<file path="config.mk">
export PLATFORM = sky130hd
export DESIGN_NAME = hash_msg_streamer
export DESIGN_NICKNAME = d
export VERILOG_FILES = /design/src/rtl/hash_stream_pkg.sv /design/src/rtl/hash_msg_streamer_byte_fifo.sv /design/src/rtl/hash_msg_streamer.sv
export SDC_FILE = /design/constraint.sdc
export NUM_CORES = 1
export LEC_CHECK = 0
export ABC_CLOCK_PERIOD_IN_PS = 13500
export CORE_MARGIN = 2
export CORE_UTILIZATION = 47
export CTS_BUF_LIST = sky130_fd_sc_hd__clkbuf_16
export CTS_CLUSTER_DIAMETER = 100
export CTS_CLUSTER_SIZE = 28
export DETAILED_ROUTE_END_ITERATION = 16
export GPL_TIMING_DRIVEN = 0
export HOLD_SLACK_MARGIN = 0.1
export PLACE_DENSITY = 0.83
export SLEW_MARGIN = 10
export SYNTH_ARGS = -nofsm -noshare
export SYNTH_HDL_FRONTEND = slang
export SYNTH_HIERARCHICAL = 1
export SYNTH_SLANG_ARGS = --single-unit
</file>
<file path="constraint.sdc">
create_clock -name clk -period 13.5 [get_ports clk]
set_clock_uncertainty 0.05 [all_clocks]
set_input_delay 4.05 -clock clk [delete_from_list [all_inputs] [get_ports clk]]
set_output_delay 4.05 -clock clk [all_outputs]
set_load 0.01 [all_outputs]
</file>
<file path="src/rtl/hash_stream_pkg.sv">
// hash_stream_pkg: shared widths, default timing and FSM states for the hash message streamer
package hash_stream_pkg;
  localparam int LEN_W = 64;
  localparam int BYTE_W = 8;
  localparam int DIG_W = 32;
  localparam int MIN_LAT_DEF = 2;
  localparam int TIMEOUT_DEF = 64;
  typedef enum logic [1:0] {IDLE, SEND, WAIT, OUT} state_t;
endpackage

</file>
<file path="src/rtl/hash_msg_streamer_byte_fifo.sv">
// byte_fifo: synchronous byte FIFO with fall-through read; pushes are refused while full
module byte_fifo
  import hash_stream_pkg::*;
#(
  parameter int DEPTH = 4
) (
  input  logic              clk,
  input  logic              rst,
  input  logic              push,
  input  logic [BYTE_W-1:0] din,
  input  logic              pop,
  output logic [BYTE_W-1:0] dout,
  output logic              full,
  output logic              empty
);
  localparam int AW = $clog2(DEPTH);
  logic [BYTE_W-1:0] mem [DEPTH];
  logic [AW-1:0] wp, rp;
  logic [AW:0] cnt;
  logic do_push, do_pop;
  assign full = cnt == (AW+1)'(DEPTH);
  assign empty = cnt == '0;
  assign do_push = push && !full;
  assign do_pop = pop && !empty;
  assign dout = mem[rp];
  always_ff @(posedge clk or posedge rst)
    if (rst) begin
      wp <= '0;
      rp <= '0;
      cnt <= '0;
    end else begin
      if (do_push) wp <= wp + AW'(1);
      if (do_pop) rp <= rp + AW'(1);
      cnt <= cnt + (AW+1)'(do_push) - (AW+1)'(do_pop);
    end
  always_ff @(posedge clk)
    if (do_push) mem[wp] <= din;
endmodule

</file>
<file path="src/rtl/hash_msg_streamer.sv">
// hash_msg_streamer: feeds a length command and buffered bytes into the hash core,
// then returns the digest (or a timeout error) on a valid/ready result port
module hash_msg_streamer
  import hash_stream_pkg::*;
#(
  parameter int FIFO_DEPTH = 4,
  parameter int MIN_LAT = MIN_LAT_DEF,
  parameter int TIMEOUT = TIMEOUT_DEF
) (
  input  logic              clk,
  input  logic              rst,
  input  logic              cmd_valid,
  output logic              cmd_ready,
  input  logic [LEN_W-1:0]  cmd_len,
  input  logic              in_valid,
  output logic              in_ready,
  input  logic [BYTE_W-1:0] in_data,
  output logic              M_valid,
  output logic [LEN_W-1:0]  C_in,
  output logic [BYTE_W-1:0] M,
  input  logic              hash_ready,
  input  logic [DIG_W-1:0]  digest_final,
  output logic              dig_valid,
  input  logic              dig_ready,
  output logic [DIG_W-1:0]  dig_data,
  output logic              dig_err
);
  localparam int CW = $clog2(TIMEOUT + 1);
  state_t state, state_n;
  logic [LEN_W-1:0] rem, rem_n, c_in_n;
  logic [CW-1:0] wcnt, wcnt_n;
  logic [BYTE_W-1:0] m_n, fifo_q;
  logic [DIG_W-1:0] dig_data_n;
  logic m_valid_n, dig_err_n, pop, full, empty;
  assign cmd_ready = state == IDLE;
  assign in_ready = !full;
  assign dig_valid = state == OUT;
  byte_fifo #(.DEPTH(FIFO_DEPTH)) u_fifo (
    .clk  (clk),
    .rst  (rst),
    .push (in_valid),
    .din  (in_data),
    .pop  (pop),
    .dout (fifo_q),
    .full (full),
    .empty(empty)
  );
  always_comb begin
    state_n = state;
    rem_n = rem;
    c_in_n = C_in;
    wcnt_n = wcnt;
    m_n = M;
    m_valid_n = 1'b0;
    dig_data_n = dig_data;
    dig_err_n = dig_err;
    pop = 1'b0;
    case (state)
      IDLE:
        if (cmd_valid) begin
          c_in_n = cmd_len;
          rem_n = cmd_len;
          // an empty message still needs one start strobe with no byte behind it
          if (cmd_len == '0) begin
            m_valid_n = 1'b1;
            m_n = '0;
            wcnt_n = '0;
            state_n = WAIT;
          end else begin
            state_n = SEND;
          end
        end
      SEND:
        if (!empty && rem != '0) begin
          pop = 1'b1;
          m_valid_n = 1'b1;
          m_n = fifo_q;
          rem_n = rem - LEN_W'(1);
          if (rem == LEN_W'(1)) begin
            wcnt_n = '0;
            state_n = WAIT;
          end
        end
      WAIT: begin
        // wcnt is 0 in the cycle the last strobe is visible; ready is stale up to MIN_LAT
        wcnt_n = (wcnt == CW'(TIMEOUT)) ? wcnt : wcnt + CW'(1);
        if (hash_ready && wcnt > CW'(MIN_LAT)) begin
          dig_data_n = digest_final;
          dig_err_n = 1'b0;
          state_n = OUT;
        end else if (wcnt == CW'(TIMEOUT)) begin
          dig_data_n = '0;
          dig_err_n = 1'b1;
          state_n = OUT;
        end
      end
      OUT: state_n = dig_ready ? IDLE : OUT;
    endcase
  end
  always_ff @(posedge clk or posedge rst)
    if (rst) begin
      state <= IDLE;
      rem <= '0;
      wcnt <= '0;
      C_in <= '0;
      M <= '0;
      M_valid <= 1'b0;
      dig_data <= '0;
      dig_err <= 1'b0;
    end else begin
      state <= state_n;
      rem <= rem_n;
      wcnt <= wcnt_n;
      C_in <= c_in_n;
      M <= m_n;
      M_valid <= m_valid_n;
      dig_data <= dig_data_n;
      dig_err <= dig_err_n;
    end
endmodule

</file>
== Word-level counts from Yosys, hierarchy flattened ==
Memories as Yosys holds them, arrays and structs flattened.
Cells that the tools add are included.
Storage, ports and cells
  bits in registers: 186
  bits in writable memories: 32
  bits of input ports: 110
  word-level logic and storage cells: 82
  memories: 1
Memories
  u_fifo.mem: words 4, width 8, rd ports 1, clocked after memory_dff 0, write ports 1, RTL line hash_msg_streamer_byte_fifo.sv:17  | logic [BYTE_W-1:0] mem [DEPTH];
Cells by class
  $add $sub $neg: 6
  order comparisons: 1
  equal/unequal tests: 12
  multiplexer cells: 32
  reductions and logical operators: 19
Operators by type and width (count)
  2-to-1 mux 64 bit: 2
  case mux 64 bit (2 select lines): 1
  equality test 64 x 1 -> 1 bit, second input constant: 1
  zero test 64 bit: 1
  2-to-1 mux 32 bit: 2
  nonzero test 64 bit: 1
  subtractor 64 x 1 -> 64 bit, second input constant: 1
  2-to-1 mux 7 bit: 5
  2-to-1 mux 8 bit: 3
  case mux 7 bit (3 select lines): 1
  case mux 8 bit (2 select lines): 1
  2-to-1 mux 2 bit: 7
  2-to-1 mux 1 bit: 8
  != test 2 bit, second input constant: 4
  case mux 2 bit (4 select lines): 1
  AND reduction 4 bit: 2
  adder 7 x 1 -> 7 bit, second input constant: 1
  equality test 7 bit, second input constant: 1
  greater-than comparator 7 x 2 -> 1 bit, second input constant: 1
  AND reduction 6 bit: 1
  adder 2 x 1 -> 2 bit, second input constant: 2
  equality test 2 bit, second input constant: 2
  logical AND 1 bit: 4
  AND reduction 2 bit: 2
  13 further kinds: 15

== Longest topological paths before layout ==
Gate-level depths: netlist of run 1.
  depth in word-level cells: 7
  depth in mapped cells: 17
  mapped depth without buffers: 15

== Cells and area by module ==
Netlist of run 1, hierarchy kept.
Modules (own cells, without submodules)
  hash_msg_streamer: instances 1, cells each 1059, area an instance 9151.3 um2
  byte_fifo: instances 1, cells each 84, area an instance 1626.6 um2

== Worst setup path after synthesis of run 1 ==
No wires, ideal clock.
  kind: input to register
  start: in cmd_len[51]
  end: reg M[0]
  arrival time: 5467 ps
  slack: 7859 ps
  stages on the path: 8
  path buffers: 2
  cell sequence: nor4_1 > nand4_1 > nor4_1 > nand2b_1 > clkbuf_1 > o21ai_1 > buf_4 > mux2i_1
On the way
  longest elaborated chain between the ends: 3
Ends and longest elaborated chain
  start: declaration: RTL line hash_msg_streamer.sv:14  | input logic [LEN_W-1:0] cmd_len,
  zero test 64 bit: RTL line hash_msg_streamer.sv:64  | if (cmd_len == '0) begin
  != test 2 x 1 -> 1 bit (no source line)
  AND reduction 4 bit (no source line)
  end signal: assignment: RTL line hash_msg_streamer.sv:115  | M <= m_n;
  end: declaration: RTL line hash_msg_streamer.sv:20  | output logic [BYTE_W-1:0] M,
Every way passes these cells.
A chain may end at the register's enable or synchronous reset.

== Worst setup path after layout of run 1 ==
  start: in cmd_len[1]
  end: reg M[3]
Same word-level chain as after synthesis.

==> results of run 1 <==
-- synthesized netlist by cell type (all sizes together), types with 15 or more instances --
library cell / n
clkbuf: 50
nor4: 43
dfrtp: 186
o21ai: 32
o22a: 15
edfxtp: 32
a22oi: 28
o2bb2ai: 31
nand3: 51
buf: 26
nand2: 297
a21oi: 44
inv: 28
nor2: 59
o22ai: 33
nor3: 40
-- worst max-delay path by stage --
stage | start | end | cells after the start
after global routing | cmd_len[1] | M[3] | 9
after detailed placement | cmd_len[1] | M[0] | 9
final | cmd_len[1] | M[3] | 9
after global placement | rst | dig_data[15] | 2
after floorplan | rst | C_in[0] | 1
after CTS | cmd_len[1] | M[3] | 9
-- worst max-delay path: stages --
cell and delay [ps]:
clkdlybuf4s50_1 500, nor4_1 910, nand4_1 310, nor4_1 430
nand2b_1 170, clkbuf_1 370, o21ai_1 160, buf_4 220
mux2i_1 130
-- state kept, by name, summed over array words and instances (netlist names) --
register,count
C_in,64
rem,64
dig_data,32
u_fifo/mem,32
M,8
wcnt,7
u_fifo/cnt,3
state,2
u_fifo/rp,2
u_fifo/wp,2
M_valid,1
dig_err,1
-- layer usage --
metal	GRT usage	part of all wire	up-vias
li1	-	-	4564
met1	0.380	0.41	4772
met2	0.417	0.45	587
met3	0.0493	0.10	103
met4	0.0913	0.036	0
met5	0	0	-
-- final cells by class --
| class | instances | area [um2] | area share |
|---|---|---|---|
| Clock inverter | 5 | 21.3 | 0.00156 |
| Clock buffer | 11 | 275 | 0.0202 |
| Sequential cell | 218 | 5620 | 0.411 |
| Buffer | 76 | 328 | 0.0240 |
| Timing Repair Buffer | 219 | 2210 | 0.162 |
| Tap cell | 285 | 357 | 0.0261 |
| Multi-Input combinational cell | 821 | 4730 | 0.347 |
| Inverter | 28 | 113 | 0.00825 |
-- metrics by stage --
stage	std cells	hold slack [ps]	total power [mW]	area, um2	util
floorplan	1143	407	2.09	10800	-
global placement	1646	408	2.71	13300	0.590
detailed placement	1647	412	2.77	13400	0.592
CTS	1663	439	3.13	13600	0.605
global route	1663	456	3.35	13600	0.605
finish	1663	433	3.15	13600	0.605
-- power by group through the flow --
stage	Clock (mW)	Sequential (mW)	Combinational [mW]
2_1_floorplan	0	1.21	0.873
3_3_place_gp	0	1.18	1.54
3_5_place_dp	0	1.19	1.58
4_1_cts	0.370	1.17	1.58
5_1_grt	0.395	1.22	1.73
6_report	0.363	1.18	1.60
-- cell families after synthesis --
| group | Yosys count | share of synthesized area |
|---|---|---|
| AOI/OAI and AO/OA | 242 | 0.156 |
| xor gates and xnor gates | 4 | 0.00325 |
| muxes | 16 | 0.0241 |
| adders and majority gates | 12 | 0.0146 |
| and+or+nand+nor | 547 | 0.241 |
| buffers and inverters | 104 | 0.0402 |
| DFF | 218 | 0.521 |
-- cell usage in the layout, fill, tap and decap left out, drive strengths merged, types with 9 or more instances in the layout --
cell | netlist | routed
a22oi | 28 | 28
o22ai | 33 | 33
nor2 | 59 | 59
a31oi | 9 | 9
o22a | 15 | 15
o2bb2ai | 31 | 31
a41oi | 12 | 12
nand2b | 12 | 12
a21oi | 44 | 44
nor3 | 40 | 40
clkdlybuf4s50 | 0 | 218
clkbuf | 50 | 61
nor4 | 43 | 43
o21ai | 32 | 32
nand3 | 51 | 51
nand2 | 297 | 297
buf | 26 | 27
dfrtp | 186 | 186
edfxtp | 32 | 32
ha | 11 | 11
inv | 28 | 31
==> flow_metrics.py, run 1 <==
metrics = {
    "logic_synthesis": {
        "yosysTopAreaCell": "dfrtp_1",
        "syn_area_per_cell_um2": 9.43,
        "ys_seq_area_frac": 0.521,
        "synth_cells": 1143,
        "synth_cell_types": 68,
        "ys_seq_elements": 218,
        "yosysTopAreaCellShare": 0.432,
        "ys_dominant_reg_cell": "dfrtp_1",
        "synthesis.nets": 1265,
        "synth_edf_count": 32,
        "yosys_warnings": 6,
        "syn_area_um2": 10800,
        "async_reset_ff_frac": 0.853,
        "synthTopCellsByArea": "dfrtp_1 43%, nand2_1 10%, edfxtp_1 8.9%",
    },
    "clock_tree": {
        "post_cts_buffers": 0,
        "cts_made_buffers": 11,
        "cts.sinks": 218,
        "cts_resized": 0,
        "clkTransAtPathRegs_ps": 100,
        "clk_latency_ps": 480,
        "cts_tree": "built",
        "cts-htree-levels": 1,
        "hold_buffers": 0,
        "cts_buffer_depth": 3,
        "clockRootBuffer": "clkbuf_16",
    },
    "grt": {
        "grt_pass1_wl_mm": 52.2,
        "grt_max_degree": 109,
        "grt_overflow": 0,
        "grt_pass1_vias": 9814,
        "antenna_found_initial": 0,
        "grt_use_total": 0.268,
    },
    "setup_path": {
        "end_kind": "flop",
        "critical_path_class": "in -> reg",
        "start_kind": "primary input",
        "timing.rr.end": "u_fifo/cnt[2]",
        "reg2reg_from": "rem[0]",
        "worstPathArrival_ps": 7240,
        "regToRegSetupSlack_ps": 9370,
        "critical_path_required_ps": 13810,
        "worstPathMaxFanout": 10,
        "reg2regPathDepth": 17,
    },
    "run_status": {
        "status": "finished clean",
    },
    "finish": {
        "syn2layout_area_growth_pct": 26.6,
        "fin_nets": 1497,
        "layout-drive-gt1-share": 0.0472,
        "diodes": 0,
        "nFillCells": 1938,
    },
    "power": {
        "p_leak_nw": 5.65,
        "power_density_nw_per_um2": 231,
        "power_frac_clock": 0.115,
        "pwr-share-seq": 0.375,
        "switching_share": 0.421,
        "power_frac_comb": 0.509,
        "p_int_mw": 1.82,
        "vdd_drop_max_mv": 0.128,
        "switchingPower_mw": 1.32,
    },
    "floorplan": {
        "start_util": 0.477,
        "core_area_um2": 22600,
        "io_pins": 219,
        "die_x_um": 155,
        "die_y_um": 155,
        "die_area_um2": 24200,
        "fp-row-count": 55,
    },
    "routing": {
        "ant_nets": 0,
        "routed-via-count": 10000,
        "drtIter0Drc": 1159,
        "drc": 0,
        "first_pass_iters": 6,
        "wirelength_mm": 32.6,
        "viasPerCell": 6.03,
        "post_drt_wl_per_cell_um": 19.6,
    },
    "sta": {
        "final_hold_viol_count": 0,
        "finalCriticalPeriod_ps": 6940,
        "maxSlewViolCount": 0,
        "fin_crit_sh": 0.514,
        "tightest_slew_ps": 1020,
        "setup_slack_ps": 6560,
        "setup_viol": 0,
        "max_freq_mhz": 144,
        "setup_tns_ps": 0,
        "maxSlewHeadroom": 0.316,
        "rsz0062_at_grt": "false",
    },
    "placement": {
        "pre_cts_slack_ps": 6170,
        "portBuffers": 218,
        "hpwlAfterDp_mm": 23.6,
        "gp_congestion": 1.02,
    },
    "min_path": {
        "hp-class": "reg -> reg",
        "whs_endpoint": "C_in[43]",
        "worstHoldPathCells": 2,
        "min_from": "C_in[43]",
    },
    "run": {
        "maxCapViolCount": 0,
    },
}
(Power assumes the default switching activity.)
==> inputs of run 2 (changes only) <==
Settings changed: ABC_CLOCK_PERIOD_IN_PS 13500 to 5800, PLACE_DENSITY 0.83 to 0.86.
Clock period 13.5 ns to 5.8 ns, I/O delays scaled along.
==> flow_metrics.py, run 2 (synthesized netlist as in run 1, its figures left out) <==
metrics = {
    "power": {
        "power_mw": 7.37,
        "p_int_mw": 4.25,
        "p_leak_nw": 5.67,
        "pwr-share-seq": 0.374,
        "switchingPower_mw": 3.12,
        "switching_share": 0.424,
        "power_frac_comb": 0.512,
        "vdd_drop_max_mv": 0.241,
        "power_frac_clock": 0.114,
        "power_density_nw_per_um2": 537,
    },
    "placement": {
        "portBuffers": 218,
        "numPlacedInstances": 1651,
        "hpwlAfterDp_mm": 24.6,
        "gp_congestion": 1.01,
    },
    "clock_tree": {
        "clk_latency_ps": 490,
        "cts-htree-levels": 1,
        "clkTransAtPathRegs_ps": 110,
        "cts_buffer_depth": 3,
        "cts_resized": 0,
        "hold_buffers": 0,
        "clockRootBuffer": "clkbuf_16",
        "cts_tree": "built",
        "cts.sinks": 218,
        "cts_made_buffers": 11,
        "post_cts_buffers": 0,
    },
    "sta": {
        "rsz0062_at_grt": "false",
        "fin_crit_sh": 0.800,
        "setup_viol": 0,
        "maxSlewHeadroom": 0.300,
        "tightest_slew_ps": 1040,
        "maxSlewViolCount": 0,
        "finalCriticalPeriod_ps": 4640,
        "max_freq_mhz": 216,
        "final_hold_viol_count": 0,
        "setup_tns_ps": 0,
    },
    "routing": {
        "ant_nets": 0,
        "drtIter0Drc": 1176,
        "routed-via-count": 10100,
        "viasPerCell": 6.09,
        "first_pass_iters": 5,
        "drc": 0,
        "post_drt_wl_per_cell_um": 20.3,
        "wirelength_mm": 33.9,
    },
    "run": {
        "maxCapViolCount": 0,
    },
    "setup_path": {
        "crit_path_max_incr_delay_ps": 930,
        "crit_start": "cmd_len[1]",
        "path_delay_family": "simple AND/OR/NAND/NOR gates",
        "critical_path.slowest_cell": "nor4_1",
        "reg2reg_from": "rem[0]",
        "end_kind": "flop",
        "crit_buf_inv": 3,
        "start_kind": "primary input",
        "cp.depth": 9,
        "reg2regPathDepth": 17,
        "regToRegSetupSlack_ps": 1620,
        "timing.rr.end": "u_fifo/cnt[2]",
        "worstPathMaxFanout": 10,
        "worstPathArrival_ps": 4980,
        "cp-endpoint": "M[6]",
        "critical_path_required_ps": 6140,
        "critical_path_class": "in -> reg",
        "path_cells": "clkdlybuf4s50_1 -> nor4_1 -> nand4_1 -> nor4_1 -> nand2b_1 -> clkbuf_1 -> o21ai_1 -> buf_4 -> mux2i_1",
        "crit_path_frequent_cell": "nor4_1",
    },
    "finish": {
        "seq_area_um2": 5620,
        "layout-drive-gt1-share": 0.0492,
        "diodes": 0,
        "layout_common_cells": "297 x nand2_1, 218 x clkdlybuf4s50_1, 186 x dfrtp_1, 58 x nor2_1, 49 x clkbuf_1",
        "final_cells": 1667,
        "final_common_cell": "nand2_1",
        "reg_top3": "C_in x64, rem x64",
        "multi_input_area_um2": 4730,
        "syn2layout_area_growth_pct": 27.3,
        "nFillCells": 1919,
        "fin_nets": 1501,
    },
    "floorplan": {
        "core_area_um2": 22600,
        "die_x_um": 155,
        "fp-row-count": 55,
        "die_area_um2": 24200,
        "start_util": 0.477,
        "io_pins": 219,
        "die_y_um": 155,
    },
    "min_path": {
        "hp-class": "reg -> reg",
    },
    "grt": {
        "antenna_found_initial": 1,
        "grt_pass1_wl_mm": 54.1,
        "grt_max_degree": 40,
        "grt_pass1_vias": 10100,
        "grt_overflow": 0,
        "grt_use_total": 0.280,
    },
    "run_status": {
        "status": "finished clean",
    },
}
-- run 2: cell types whose count changed in the layout (fill, tap and decap cells not counted) --
cell        delta
buf_12         +5
buf_16         -1
clkinv_1       +1
clkinv_2       -1
clkinvlp_4     +1
inv_8          -1
-- run 2: cell type report --
class                      instances  share of cell area
sequential                       218               0.409
multi-input combinational        821               0.345
timing repair buffer             223               0.166
tap                              285              0.0260
buffer                            76              0.0239
clock buffer                      11              0.0201
inverter                          28             0.00794
clock inverter                     5             0.00146
-- run 2: per-layer routing --
metal / vias to the layer above / GRT usage / wire [um]
met4: 0 / 0.0987 / 1150
met5: - / 0 / 0
met2: 582 / 0.442 / 15400
met1: 4888 / 0.393 / 14100
met3: 107 / 0.0496 / 3240
li1: 4570 / - / -
-- run 2: power by group through the flow --
stage	combinational [mW]	sequential, mW	clock, mW
after global routing	4.09	2.84	0.908
after floorplan	2.03	2.83	0
after global placement	3.59	2.73	0
after CTS	3.73	2.74	0.860
final	3.77	2.76	0.841
after detailed placement	3.72	2.76	0
-- run 2: stage by stage --
stage / utilization / hold WS (ps) / instance area, um2 / setup slack [ps]
6_report: 0.608 / 434 / 13700 / 1160
5_1_grt: 0.608 / 455 / 13700 / 1090
4_1_cts: 0.608 / 439 / 13700 / 1320
3_5_place_dp: 0.595 / 412 / 13400 / 855
3_3_place_gp: 0.590 / 408 / 13300 / 133
2_1_floorplan: - / 407 / 10800 / 1720
-- run 2: how the worst min path moves through the flow --
stage	start	to	slack, ps	cells after the start
floorplan	rem[13]	rem[13]	410	1
global placement	C_in[36]	C_in[36]	410	2
detailed placement	C_in[63]	C_in[63]	410	2
CTS	C_in[24]	C_in[24]	440	2
global route	C_in[40]	C_in[40]	460	2
finish	C_in[24]	C_in[24]	430	2
-- run 2: worst reg2reg max path, delay by kind of cell, from the launching register on --
| kind | cells | cell delay (ps) |
|---|---|---|
| simple gates | 3 | 1150 |
| fa+ha+maj | 4 | 1040 |
| buf+inv | 6 | 710 |
| flops | 1 | 470 |
| compound gates | 2 | 360 |
| xor+xnor | 2 | 280 |
==> variant 1: new RTL, flow settings as in run 1 <==
The 4 states of `state_t` get a one-hot encoding in 4 bits.
--- a/src/rtl/hash_stream_pkg.sv
+++ b/src/rtl/hash_stream_pkg.sv
@@ -6,5 +6,5 @@
   localparam int MIN_LAT_DEF = 2;
   localparam int TIMEOUT_DEF = 64;
-  typedef enum logic [1:0] {IDLE, SEND, WAIT, OUT} state_t;
+  typedef enum logic [3:0] {IDLE = 4'b0001, SEND = 4'b0010, WAIT = 4'b0100, OUT = 4'b1000} state_t;
 endpackage
 
Check against the original RTL: same outputs for any inputs over 4 cycles, from zero or initial values and one cycle with rst high; so few cycles prove little.
==> variant 1 against run 1 <==
- count of clock-buffer cells in the layout increased by 1
- first-iteration DRC count is 10% lower
- highest routed layer unchanged
- cell area grew 0.64%
- setup slack worse by 0.023 ns
- synthesized area is 0.20% higher
- sequential cell count up 2
- wire length up 6.5%
- critical path depth fell by 1
- power is 9.8% lower
- synthesized cell count fell by 3.5%
- core utilization increased by 0.39 points
- register-to-register slack better by 0.26 ns
- worst hold slack hardly changed
==> variant 1: results (changes against run 1) <==
* Slew at the pin closest to its max-slew limit at 1.12 ns (was 1.02 ns)
* Xor/xnor share of the synthesized area at 0.324% (was 0.325%)
* Number of global-route vias before repair at 9,823 (was 9,814)
* Synth async-reset ratio at 85.5% (was 85.3%)
* Total length of routed met2 wires at 15,700 µm (was 14,700 µm)
* Ratio of total power to cell area at 207 nW/µm² (was 231 nW/µm²)
* Metal-1 WL at 13,800 µm (was 13,500 µm)
* Critical path launch point: cmd_valid (was cmd_len[1])
* Met2 capacity usage during global routing at 44.4% (was 41.7%)
* Met3 usage in global routing at 6.69% (was 4.93%)
* Top cells by instance count after synthesis: 248 x nand2_1, 187 x dfrtp_1, 62 x a21oi_1 (was 297 x nand2_1, 186 x dfrtp_1, 58 x nor2_1)
* Final #Nets at 1,458 (was 1,497)
* Nets in the synthesized netlist at 1,225 (was 1,265)
* Worst hold path endpoint: C_in[15] (was C_in[43])
* Number of antenna violations at the first check in global routing at 1 (was 0)
* Critical path destination: rem[62] (was M[3])
* Critical path's top delay family: buffers and inverters (was simple AND/OR/NAND/NOR gates)
* Cell with the largest stage delay on the worst path: clkbuf_1 (was nor4_1)
* Sum of met3 wire segment lengths after detailed routing at 3670 µm (was 3270 µm)
* Global Route met1 Usage at 37.8% (was 38.0%)
* First-pass GRT wire length at 53,700 µm (was 52,200 µm)
* Share of synthesized area spent on multiplexers at 2.18% (was 2.41%)
* Post-synthesis compound-gate area fraction at 17.6% (was 15.6%)
* Detailed-placement wirelength estimate at 24,600 µm (was 23,600 µm)
* Final Wtd Congestion at 0.973 (was 1.02)
* Lkg Pwr at 5.52 nW (was 5.65 nW)
* Average wire per cell in the routed design at 21.4 µm (was 19.6 µm)
* Sequential group share of total power at 42.0% (was 37.5%)
* Register-to-register setup slack at 9.63 ns (was 9.37 ns)
* Post-synthesis adder-cell area fraction at 1.46% (about the same)
* Min-Delay Startpoint: C_in[15] (was C_in[43])
* Peak supply drop at 0.000131 V (was 0.000128 V)
* Fraction of layout instances using a drive strength above 1 at 5.60% (was 4.72%)
* Result of the run: finished clean (unchanged)
* Clock insertion delay at the later pin of the skew report at 0.51 ns (was 0.48 ns)
* Worst endpoint data arrival time at 7.29 ns (was 7.24 ns)
* Share of the yosys chip area belonging to registers at 52.5% (was 52.1%)
* Switching power share of the total at 39.7% (was 42.1%)
* Clk. pwr at 404 µW (was 363 µW)
* Largest cells by area after synthesis: dfrtp_1 43%, edfxtp_1 8.9%, nand2_1 8.6%, a21oi_1 2.9%, a22o_1 2.8% (was dfrtp_1 43%, nand2_1 10%, edfxtp_1 8.9%, o2bb2ai_1 2.5%, nand3_1 2.2%)
## variant 1: cell types whose count changed after synthesis, moves of 18 or more
cell       before  now
a22o_1          8   35
nand2_1       297  248
o22ai_1        33   10
nand3_1        48   24
o2bb2ai_1      31   12
a21oi_1        44   62
## variant 1: stage by stage
step	utilization (%)	cells	cell area, µm²	setup slack [ns]	hold WS (ns)
2_1_floorplan	-	1103	10800	4.49	0.406
3_3_place_gp	59.1	1606	13300	1.91	0.408
3_5_place_dp	59.2	1607	13400	6.15	0.411
4_1_cts	60.9	1624	13700	6.70	0.437
5_1_grt	60.9	1624	13700	6.56	0.457
6_report	60.9	1624	13700	6.54	0.433
## variant 1: cell type report
class,count,area [µm²]
buffer,66,290
clock buffer,12,300
clock inverter,5,62.6
fill,1899,8840
inverter,26,105
multi-input combinational,791,4740
sequential,220,5670
tap,285,357
timing repair buffer,219,2210
==> variant 2: new RTL, flow settings as in run 1 <==
Made on the original files. `TIMEOUT_DEF`: 64 -> 32.
--- a/src/rtl/hash_stream_pkg.sv
+++ b/src/rtl/hash_stream_pkg.sv
@@ -5,5 +5,5 @@
   localparam int DIG_W = 32;
   localparam int MIN_LAT_DEF = 2;
-  localparam int TIMEOUT_DEF = 64;
+  localparam int TIMEOUT_DEF = 32;
   typedef enum logic [1:0] {IDLE, SEND, WAIT, OUT} state_t;
 endpackage
Check against the original RTL: no difference found for any inputs over 4 cycles, from zero or initial values and one cycle with rst high; that may be too few to reach the edited logic, so the function may still have changed.
==> variant 2 against run 1 <==
- sequential cell count fell by 1
- die area fell by 0.48%
- power increased by 2.6%
- synthesized area fell by 0.50%
- cell area down 0.27%
- synthesized cell count shrank 2.8%
- core utilization about the same
- combinational power grew 3%
- setup slack lost 0.41 ns
- maximum frequency fell by 5.6%
- worst hold slack improved by 0.00087 ns
- final cell count fell by 2.0%
- wire length rose by 11%
==> variant 2: results (changes against run 1) <==
* Number of vias in the routed layout at 10,100 (was 10,026)
* Top cells by instance count after synthesis: 229 x nand2_1, 185 x dfrtp_1, 82 x nor2_1 (was 297 x nand2_1, 186 x dfrtp_1, 58 x nor2_1)
* Xor/xnor share of the synthesized area at 0.327% (was 0.325%)
* Result of the run: finished clean (unchanged)
* Post-synthesis adder-cell area fraction at 1.47% (was 1.46%)
* Library cells used by synthesis at 72 (was 68)
* Max transition margin at 27.3% (was 31.6%)
* Detailed-placement wirelength estimate at 26,200 µm (was 23,600 µm)
* Post-placement setup slack at 5.85 ns (was 6.17 ns)
* Final #Nets at 1,465 (was 1,497)
* Worst hold slack after final layout at 0.434 ns (was 0.433 ns)
* Power dissipated by switching net loads at 1.38 mW (was 1.32 mW)
* Sum of met3 wire segment lengths after detailed routing at 3940 µm (was 3270 µm)
* Number of global-route vias before repair at 9,945 (was 9,814)
* Critical path fanouts, max at 9 (was 10)
* Register-to-register setup slack at 8.92 ns (was 9.37 ns)
* Total length of routed met2 wires at 16,600 µm (was 14,700 µm)
* First-pass GRT wire length at 56,300 µm (was 52,200 µm)
* Crit share post-route at 54.4% (was 51.4%)
* Overall Global Routing Usage at 29.9% (was 26.8%)
* Average wire per cell in the routed design at 22.3 µm (was 19.6 µm)
* Maximum number of pins on one net before global-route repair at 106 (was 109)
* Global Route met1 Usage at 40.7% (was 38.0%)
* Synth async-reset ratio at 85.3% (about the same)
* Count of filler cells inserted in the layout at 1,903 (was 1,938)
## variant 2: stage by stage
step	cells	instance area (µm²)
global route	1629	13600
finish	1629	13600
detailed placement	1615	13300
floorplan	1111	10700
global placement	1614	13300
CTS	1629	13600
## variant 2: kinds of logic after synthesis
group / count (synthesis)
AND/OR/NAND/NOR: 518
AO/OA/AOI/OAI: 263
flip-flops: 217
buffers and inverters: 89
adder cells (fa/ha/maj): 12
multiplexers: 8
XOR/XNOR: 4
## variant 2: power by group through the flow
stage	logic, mW	registers (mW)	clock network (mW)
floorplan	0.880	1.21	0
global placement	1.58	1.19	0
detailed placement	1.63	1.19	0
CTS	1.63	1.19	0.389
global route	1.78	1.23	0.407
finish	1.65	1.19	0.383
## variant 2: worst max path at each step
| stage | startpoint | endpoint | depth (start not counted) |
|---|---|---|---|
| after CTS | cmd_len[1] | M[3] | 8 |
| after global placement | rst | C_in[12] | 2 |
| final | cmd_len[1] | M[3] | 8 |
| after floorplan | rst | C_in[0] | 1 |
| after global routing | cmd_len[1] | M[3] | 8 |
| after detailed placement | cmd_len[1] | M[4] | 8 |
## variant 2: worst max-delay path, stage by stage
cell and delay (ns):
clkdlybuf4s50_1 0.52, nor4_1 0.80, nand4_1 0.38, nor4_1 0.78, nor3_1 0.21, or3_1 0.41, clkbuf_1 0.25, a22o_1 0.25
## variant 2: layout make-up
class                           count  area (µm²)  area share (%)
Inverter                           16        67.6           0.496
Buffer                             73         339            2.49
Clock inverter                      3        38.8           0.285
Multi-Input combinational cell    805        4730            34.8
Sequential cell                   217        5590            41.1
Timing Repair Buffer              219        2210            16.2
Tap cell                          285         357            2.62
Clock buffer                       11         275            2.02
